## src/rtl/ifetch_pkg.sv

```systemverilog
// Shared types and defaults for the instruction-fetch stage.
package ifetch_pkg;
  typedef enum logic [1:0] {IDLE, REQ, HOLD} ifetch_state_t;
  localparam logic [31:0] IFETCH_RESET_PC = 32'h0000_0000;
endpackage

```

## src/rtl/ifetch_pcnext.sv

```systemverilog
// Next-PC selection for the held instruction: sequential, branch or jump.
module pcnext
  import ifetch_pkg::*;
#(
  parameter int n = 32
) (
  input  logic [n-1:0] pc,
  input  logic [25:0]  instr,
  input  logic         pcsrc,
  input  logic         jump,
  output logic [n-1:0] pcplus4,
  output logic [n-1:0] pcbranch,
  output logic [n-1:0] pcjump,
  output logic [n-1:0] next_pc
);
  assign pcplus4  = pc + n'(4);
  assign pcbranch = pcplus4 + {{(n-18){instr[15]}}, instr[15:0], 2'b00};
  assign pcjump   = {pcplus4[n-1:28], instr[25:0], 2'b00};

  // Jump outranks a taken branch when the controller raises both.
  always_comb begin
    next_pc = pcplus4;
    if (jump)       next_pc = pcjump;
    else if (pcsrc) next_pc = pcbranch;
  end
endmodule

```

## src/rtl/ifetch.sv

```systemverilog
// Fetch stage: owns the PC, handshakes with instruction memory and holds
// the fetched word until the downstream stage accepts it.
module ifetch
  import ifetch_pkg::*;
#(
  parameter int           n        = 32,
  parameter logic [n-1:0] RESET_PC = IFETCH_RESET_PC
) (
  input  logic         clk,
  input  logic         reset,
  output logic         imem_req,
  output logic [n-1:0] imem_addr,
  input  logic         imem_ready,
  input  logic [n-1:0] imem_rdata,
  output logic         instr_valid,
  input  logic         instr_ready,
  output logic [n-1:0] instr,
  output logic [5:0]   op,
  output logic [5:0]   funct,
  output logic [n-1:0] pc,
  output logic [n-1:0] pcplus4,
  input  logic         pcsrc,
  input  logic         jump,
  output logic [31:0]  retired
);
  ifetch_state_t state, state_next;
  logic          capture, accept;
  logic [n-1:0]  next_pc, branch_target, jump_target;
  logic          unused_targets;

  always_ff @(posedge clk or posedge reset) begin
    if (reset) state <= IDLE;
    else       state <= state_next;
  end

  always_comb begin
    state_next  = state;
    imem_req    = 1'b0;
    instr_valid = 1'b0;
    capture     = 1'b0;
    accept      = 1'b0;
    case (state)
      IDLE: state_next = REQ;
      REQ: begin
        imem_req = 1'b1;
        capture  = imem_ready;
        if (imem_ready) state_next = HOLD;
      end
      HOLD: begin
        instr_valid = 1'b1;
        accept      = instr_ready;
        if (instr_ready) state_next = REQ;
      end
      default: state_next = IDLE;
    endcase
  end

  always_ff @(posedge clk or posedge reset) begin
    if (reset) begin
      pc      <= RESET_PC;
      instr   <= '0;
      retired <= '0;
    end else begin
      if (capture) instr <= imem_rdata;
      if (accept) begin
        pc      <= next_pc;
        retired <= retired + 32'd1;
      end
    end
  end

  pcnext #(.n(n)) u_pcnext (
    .pc       (pc),
    .instr    (instr[25:0]),
    .pcsrc    (pcsrc),
    .jump     (jump),
    .pcplus4  (pcplus4),
    .pcbranch (branch_target),
    .pcjump   (jump_target),
    .next_pc  (next_pc)
  );

  // Individual targets are only observed for debug; selection uses next_pc.
  assign unused_targets = ^{branch_target, jump_target};

  assign imem_addr = pc;
  assign op        = instr[31:26];
  assign funct     = instr[5:0];
endmodule

```

## config.mk

```make
export PLATFORM = sky130hd
export DESIGN_NAME = ifetch
export DESIGN_NICKNAME = d
export VERILOG_FILES = /design/src/rtl/ifetch_pkg.sv /design/src/rtl/ifetch_pcnext.sv /design/src/rtl/ifetch.sv
export SDC_FILE = /design/constraint.sdc
export NUM_CORES = 1
export LEC_CHECK = 0
export CORE_MARGIN = 1.5
export CORE_UTILIZATION = 30
export CTS_BUF_LIST = sky130_fd_sc_hd__clkbuf_4
export CTS_CLUSTER_DIAMETER = 100
export DETAILED_ROUTE_END_ITERATION = 12
export SLEW_MARGIN = 20
export SYNTH_ARGS = -nofsm -noshare
export SYNTH_HDL_FRONTEND = slang
export SYNTH_SLANG_ARGS = --single-unit
```

## constraint.sdc

```tcl
create_clock -name clk -period 4.5 [get_ports clk]
set_input_delay 1.35 -clock clk [delete_from_list [all_inputs] [get_ports clk]]
set_output_delay 1.35 -clock clk [all_outputs]
set_load 0.02 [all_outputs]
```

Yosys cells after proc, flatten, opt, wreduce, memory -nomap -nowiden

Index checks and enable logic that the tools add are counted.

Add/subtract/negate cells: 3
Reductions and logical operators: 2
Equal/unequal tests: 4
Mux-type cells: 9

Operators by type and width:

| operator                                            | count |
|---|---|
| two-way mux 32 bit                                  | 2 |
| adder 32 x 1 -> 32 bit, second input constant       | 1 |
| adder 32 x 3 -> 32 bit, second input constant       | 1 |
| adder 32 bit                                        | 1 |
| one-hot mux 2 bit (3 select lines)                  | 1 |
| two-way mux 1 bit                                   | 4 |
| two-way mux 2 bit                                   | 2 |
| inequality test 2 bit, second input constant        | 2 |
| equality test 2 x 1 -> 1 bit, second input constant | 1 |
| equality test 2 bit, second input constant          | 1 |
| logical NOT 2 bit                                   | 1 |
| AND reduction 2 bit                                 | 1 |

Flip-flop bits (word level): 98
Word-level logic and storage cells: 22

Logic depth before layout (Yosys ltp)

Depth in word-level cells: 4
Depth in mapped cells: 17

By module

Synthesis repeated with hierarchy kept, for this count alone.

Cells, all modules: 753
Area, all modules: 7178.1 um^2

Modules (own cells, without submodules):

| module | area each (um^2) | times used | sequential area each (um^2) | cells an instance |
|---|---|---|---|---|
| ifetch | 4196.5           | 1          | 2452.4                      | 313 |
| pcnext | 2981.6           | 1          | 0.0                         | 440 |

Worst setup path before layout

No wires, ideal clock.

Path type: reg2reg
Start point: register pc[9], in the netlist imem_addr[9]
End point: register pc[31], in the netlist imem_addr[31]
Slack: 0.241 ns
Data arrival time: 4.123 ns
Clock period less this slack: 4.259 ns
Cell stages (with the launch flop): 18
Required time: 4.364 ns
Library setup time: 0.136 ns
Cells stage by stage: dfrtp_1 -> buf_2 -> and4_1 -> nand3_2 -> nor3_1 -> nand4_1 -> nor2_1 -> xor2_1 -> ha_1 -> clkbuf_1 -> nand3_1 -> or3_1 -> and4b_1 -> mux2_2 -> nand3_1 -> nand2_1 -> a311oi_1 -> nand4b_1

Cells in the longest elaborated chain, start to end: 4

Ends and longest elaborated chain:

| item                   | line                | RTL |
|---|---|---|
| from (decl)            | ifetch.sv:20        | `output logic [n-1:0] pc,` |
| from (signal assigned) | ifetch.sv:66        | `pc <= next_pc;` |
| adder 32 x 3 -> 32 bit | ifetch_pcnext.sv:16 | `assign pcplus4 = pc + n'(4);` |
| via pcplus4[24]        | ifetch.sv:21        | `output logic [n-1:0] pcplus4,` |
| adder 32 bit           | ifetch_pcnext.sv:17 | `assign pcbranch = pcplus4 + {{(n-18){instr[15]}}, instr[15:0], 2'b00};` |
| two-way mux 32 bit     | ifetch_pcnext.sv:24 | `else if (pcsrc) next_pc = pcbranch;` |
| two-way mux 32 bit     | ifetch_pcnext.sv:23 | `if (jump) next_pc = pcjump;` |

The timed path passes the listed nets, and every way through them passes these cells.
A chain may end at the register's enable or synchronous reset.

Worst setup path after layout

Start point: register pc[15], in the netlist imem_addr[15]
End point: output port pcplus4[23]

Cells in the longest elaborated chain, start to end: 1

Ends and longest elaborated chain:

| item                   | line |
|---|---|
| adder 32 x 3 -> 32 bit | ifetch_pcnext.sv:16 |
| to (decl)              | ifetch.sv:21 |

No other way between the ends.

==> run metrics <==
internal power of the cells=3.615 mW; number of enable-type register cells in the synthesized netlist=0; worst setup path class=reg2out; hpwl dp=~17000 um; count of endpoints failing hold in the final timing report=0; Post-Place Cell Area=between 9000 and 10000 um^2; most frequent standard cell in the layout excluding fill and tap cells=sky130_fd_sc_hd__clkdlybuf4s50_1; root buffer cell=sky130_fd_sc_hd__clkbuf_4; count of different cell masters after synthesis=between 60 and 70; amount of wire on met3 after detailed routing=1798 um; Final nets=approximately 1000; count of vias placed by the detailed router=6370; result of the run=complete, no violations; violation count after the first detailed-route iteration=between 200 and 300; async set or reset register ratio after synthesis=between 90% and 100%; non-filler instance count after layout=1259; critical path fanouts, max=9; combinational fraction of design power=between 70% and 80%; CTS H-Tree Depth=3; floorplan row count=55; Clk pin slew, worst setup/hold paths=0.20 ns; kind of start point of the critical path=register; WL final=22630 um; post-route setup TNS=0 ns; Initial Util=between 30% and 40%; Area Growth Syn to Fin=34.21%; combined area of all synthesized cells=between 7000 and 8000 um^2; type of element capturing the critical path=output port; Final min period=~4.3 ns; fin crit share=between 90% and 100%; placed cells=approximately 1200; main combinational cell family by area after synthesis=simple AND/OR/NAND/NOR gates; mean routed wirelength per cell=17.98 um; number of diodes added for antenna fixing=0; cell area power density=766.7 nW/um^2; total non-filler cell area in the finished layout=9449 um^2; Gate Count Post-Synth=about 770; flip-flop and latch count after synthesis=96; top cells by area in the synthesized netlist=sky130_fd_sc_hd__dfrtp_1, sky130_fd_sc_hd__ha_1, sky130_fd_sc_hd__xnor2_1, sky130_fd_sc_hd__mux2_2, sky130_fd_sc_hd__buf_4; Worst EP required=approximately 3.2 ns; source-to-sink clock delay at the later pin of the worst-skew pair=0.52 ns; WHS=between 0.4 and 0.5 ns; antenna viol nets, final=0; Clock Path Buffers=2; crit path DAT=~3.0 ns; net switching fraction of the power=between 50% and 60%; Hold Path Class=reg2reg; highest-count cells in the layout ignoring fill and taps=sky130_fd_sc_hd__clkdlybuf4s50_1, sky130_fd_sc_hd__dfrtp_1, sky130_fd_sc_hd__nand2_1; post-synthesis sequential area ratio=between 30 and 40%; overall power=7.245 mW; normalized max-slew margin=between 30% and 40%; power spent charging and discharging nets=about 3.6 mW; upper clock frequency limit=about 0.23 GHz; pin count of the biggest net entering global routing=50; routed length on met1=around 10000 um; number of buffer cells added on primary ports=205; Die Wd=approximately 160 um; final number of max-transition violations=0; all-layer global routing usage=a little under a fifth; power share of the sequential group=a little over a fifth; post-detailed-route via-to-cell ratio=5.060; TritonCTS clock tree=done; antenna violations before repair=0; Worst Skew=~0.034 ns; Met2 Wirelength=10180 um; setup violation total in the final timing report=0; portion of netlist area occupied by mux cells=under 10%; Avg Synthesized Cell Area=between 9 and 10 um^2; YS warnings=0; Synth top area share=34.12%; post-synth top area cell=sky130_fd_sc_hd__dfrtp_1; overall die area=between 20000 and 25000 um^2; actual slew at the worst max-slew pin=about 1 ns; setup repair after global routing missed its margin=false; post-detailed-route DRC marker count=0; Adder-Cell Fraction of Synth Area=between 6 and 7%; Core ar.=approximately 23000 um^2; XOR/XNOR share of the synthesized area=approximately a tenth; Max Used Layer=met4; GRT overflow=0; num ports=roughly 210; CTS Hold Bufs=0; layout cells sized above 1=a little under an eighth; 1st-pass router iterations=5; Post-Synth Simple-Gate Area=between 15 and 20%; global-route wire length before repair=roughly 35000 um; number of buffers created by CTS=9; worst ir drop on vdd=roughly 0.27 mV; clock power share=7.1%; Placer Congestion=~0.89; Num Clock Sinks=between 90 and 100; compound-gate portion of the synthesized area=~17%; MaxCap Viol Count=0; via count of the first global-routing pass=6268; top flip-flop cell by instance count after synthesis=sky130_fd_sc_hd__dfrtp_1; Die Span Y=156.2 um; leakage power summed over all cells=slightly above 4 nW
==> power by group through the flow <==
| stage | Combinational, mW | Sequential (mW) | Clock [mW] |
|---|---|---|---|
| floorplan | 3.15 | 1.82 | 0 |
| global placement | 5.05 | 1.61 | 0 |
| detailed placement | 5.04 | 1.63 | 0 |
| CTS | 5.11 | 1.59 | 0.535 |
| global route | 5.56 | 1.65 | 0.573 |
| finish | 5.14 | 1.59 | 0.517 |
==> worst max-delay path, cell delays in order (launching register included) <==
cell	delay, ns
sky130_fd_sc_hd__dfrtp_1	0.57
sky130_fd_sc_hd__nand4_1	0.34
sky130_fd_sc_hd__nor4_1	0.42
sky130_fd_sc_hd__xor2_1	0.45
sky130_fd_sc_hd__clkdlybuf4s50_1	0.70
==> cell families (layout without fill, tap and decap cells) <==
| logic type | after synthesis | in the layout |
|---|---|---|
| other | 1 | 6 |
| DFF | 96 | 96 |
| xor gates and xnor gates | 80 | 80 |
| muxes | 42 | 42 |
| buffers and inverters | 96 | 263 |
| adders and majority gates | 38 | 38 |
| and+or+nand+nor | 239 | 239 |
| AOI/OAI and AO/OA | 182 | 182 |
==> synth_stat cells, types with 3 or more instances <==
cell and count:
sky130_fd_sc_hd__xnor2_1 51, sky130_fd_sc_hd__a21oi_1 59, sky130_fd_sc_hd__buf_4 48, sky130_fd_sc_hd__nor3_1 9, sky130_fd_sc_hd__a31oi_1 5, sky130_fd_sc_hd__o22ai_1 6
sky130_fd_sc_hd__and2_1 5, sky130_fd_sc_hd__o21ai_0 36, sky130_fd_sc_hd__o21a_1 6, sky130_fd_sc_hd__clkbuf_1 21, sky130_fd_sc_hd__nand2b_1 4, sky130_fd_sc_hd__and4_1 6
sky130_fd_sc_hd__mux2_2 34, sky130_fd_sc_hd__xor2_1 29, sky130_fd_sc_hd__nand2_1 80, sky130_fd_sc_hd__or3_1 4, sky130_fd_sc_hd__and3_1 19, sky130_fd_sc_hd__o211ai_1 5
sky130_fd_sc_hd__nor2_1 39, sky130_fd_sc_hd__a211oi_1 8, sky130_fd_sc_hd__or2_2 3, sky130_fd_sc_hd__a221oi_1 3, sky130_fd_sc_hd__buf_1 7, sky130_fd_sc_hd__o31ai_1 4
sky130_fd_sc_hd__dfrtp_1 96, sky130_fd_sc_hd__nand3_2 3, sky130_fd_sc_hd__ha_1 37, sky130_fd_sc_hd__a21o_1 17, sky130_fd_sc_hd__o21bai_1 6, sky130_fd_sc_hd__nor4_1 3
sky130_fd_sc_hd__mux2i_1 8, sky130_fd_sc_hd__nand4_1 22, sky130_fd_sc_hd__inv_1 17, sky130_fd_sc_hd__nand3_1 27
==> sequential cells by signal, summed over array words and instances, names as in the netlist <==
signal / cells
instr: 32
state: 2
imem_addr: 30
retired: 32
==> metrics by stage <==
step | setup slack (ns) | utilization, %
2_1_floorplan | 0.2413 | -
3_3_place_gp | 0.3005 | 40.19
3_5_place_dp | 0.3170 | 40.19
4_1_cts | 0.02723 | 40.99
5_1_grt | 0.03035 | 41.36
6_report | 0.1501 | 41.36
==> final timing paths <==
kind / slack [ns] / cells after the start / to / start
worst max-delay path: 0.15 / 4 / pcplus4[23] / imem_addr[15]
worst min-delay path: 0.49 / 1 / retired[31] / retired[31]
worst max register to register: 0.45 / 15 / imem_addr[31] / imem_addr[10]
worst min register to register: 0.49 / 1 / retired[31] / retired[31]
max in group asynchronous: 2.50 / 3 / imem_addr[10] / reset
min in group asynchronous: 1.24 / 2 / retired[17] / reset
==> what timing repair did <==
item	4_1_cts	5_1_grt
endpoints found under the hold margin	0	0
cloned	0	0
endpoints found under the setup margin	10	13
setup buffers	4	3
gates resized for setup	9	14
pin swaps	1	1
==> routing by layer <==
layer,vias up,GRT usage (%)
met1,3038,24.74
li1,3064,-
met5,-,0
met3,32,5.167
met4,0,5.306
met2,236,30.12
==> layout make-up <==
class,instances,area (um^2)
fillers,2291,13400
multi-input cells,587,4169
flip-flops and latches,96,2411
repair buffers,230,2271
well taps,313,391.6
clock inverters,7,72.57
clock buffers,9,67.56
inverters,17,66.31
Power figures use the tool's default switching activity.
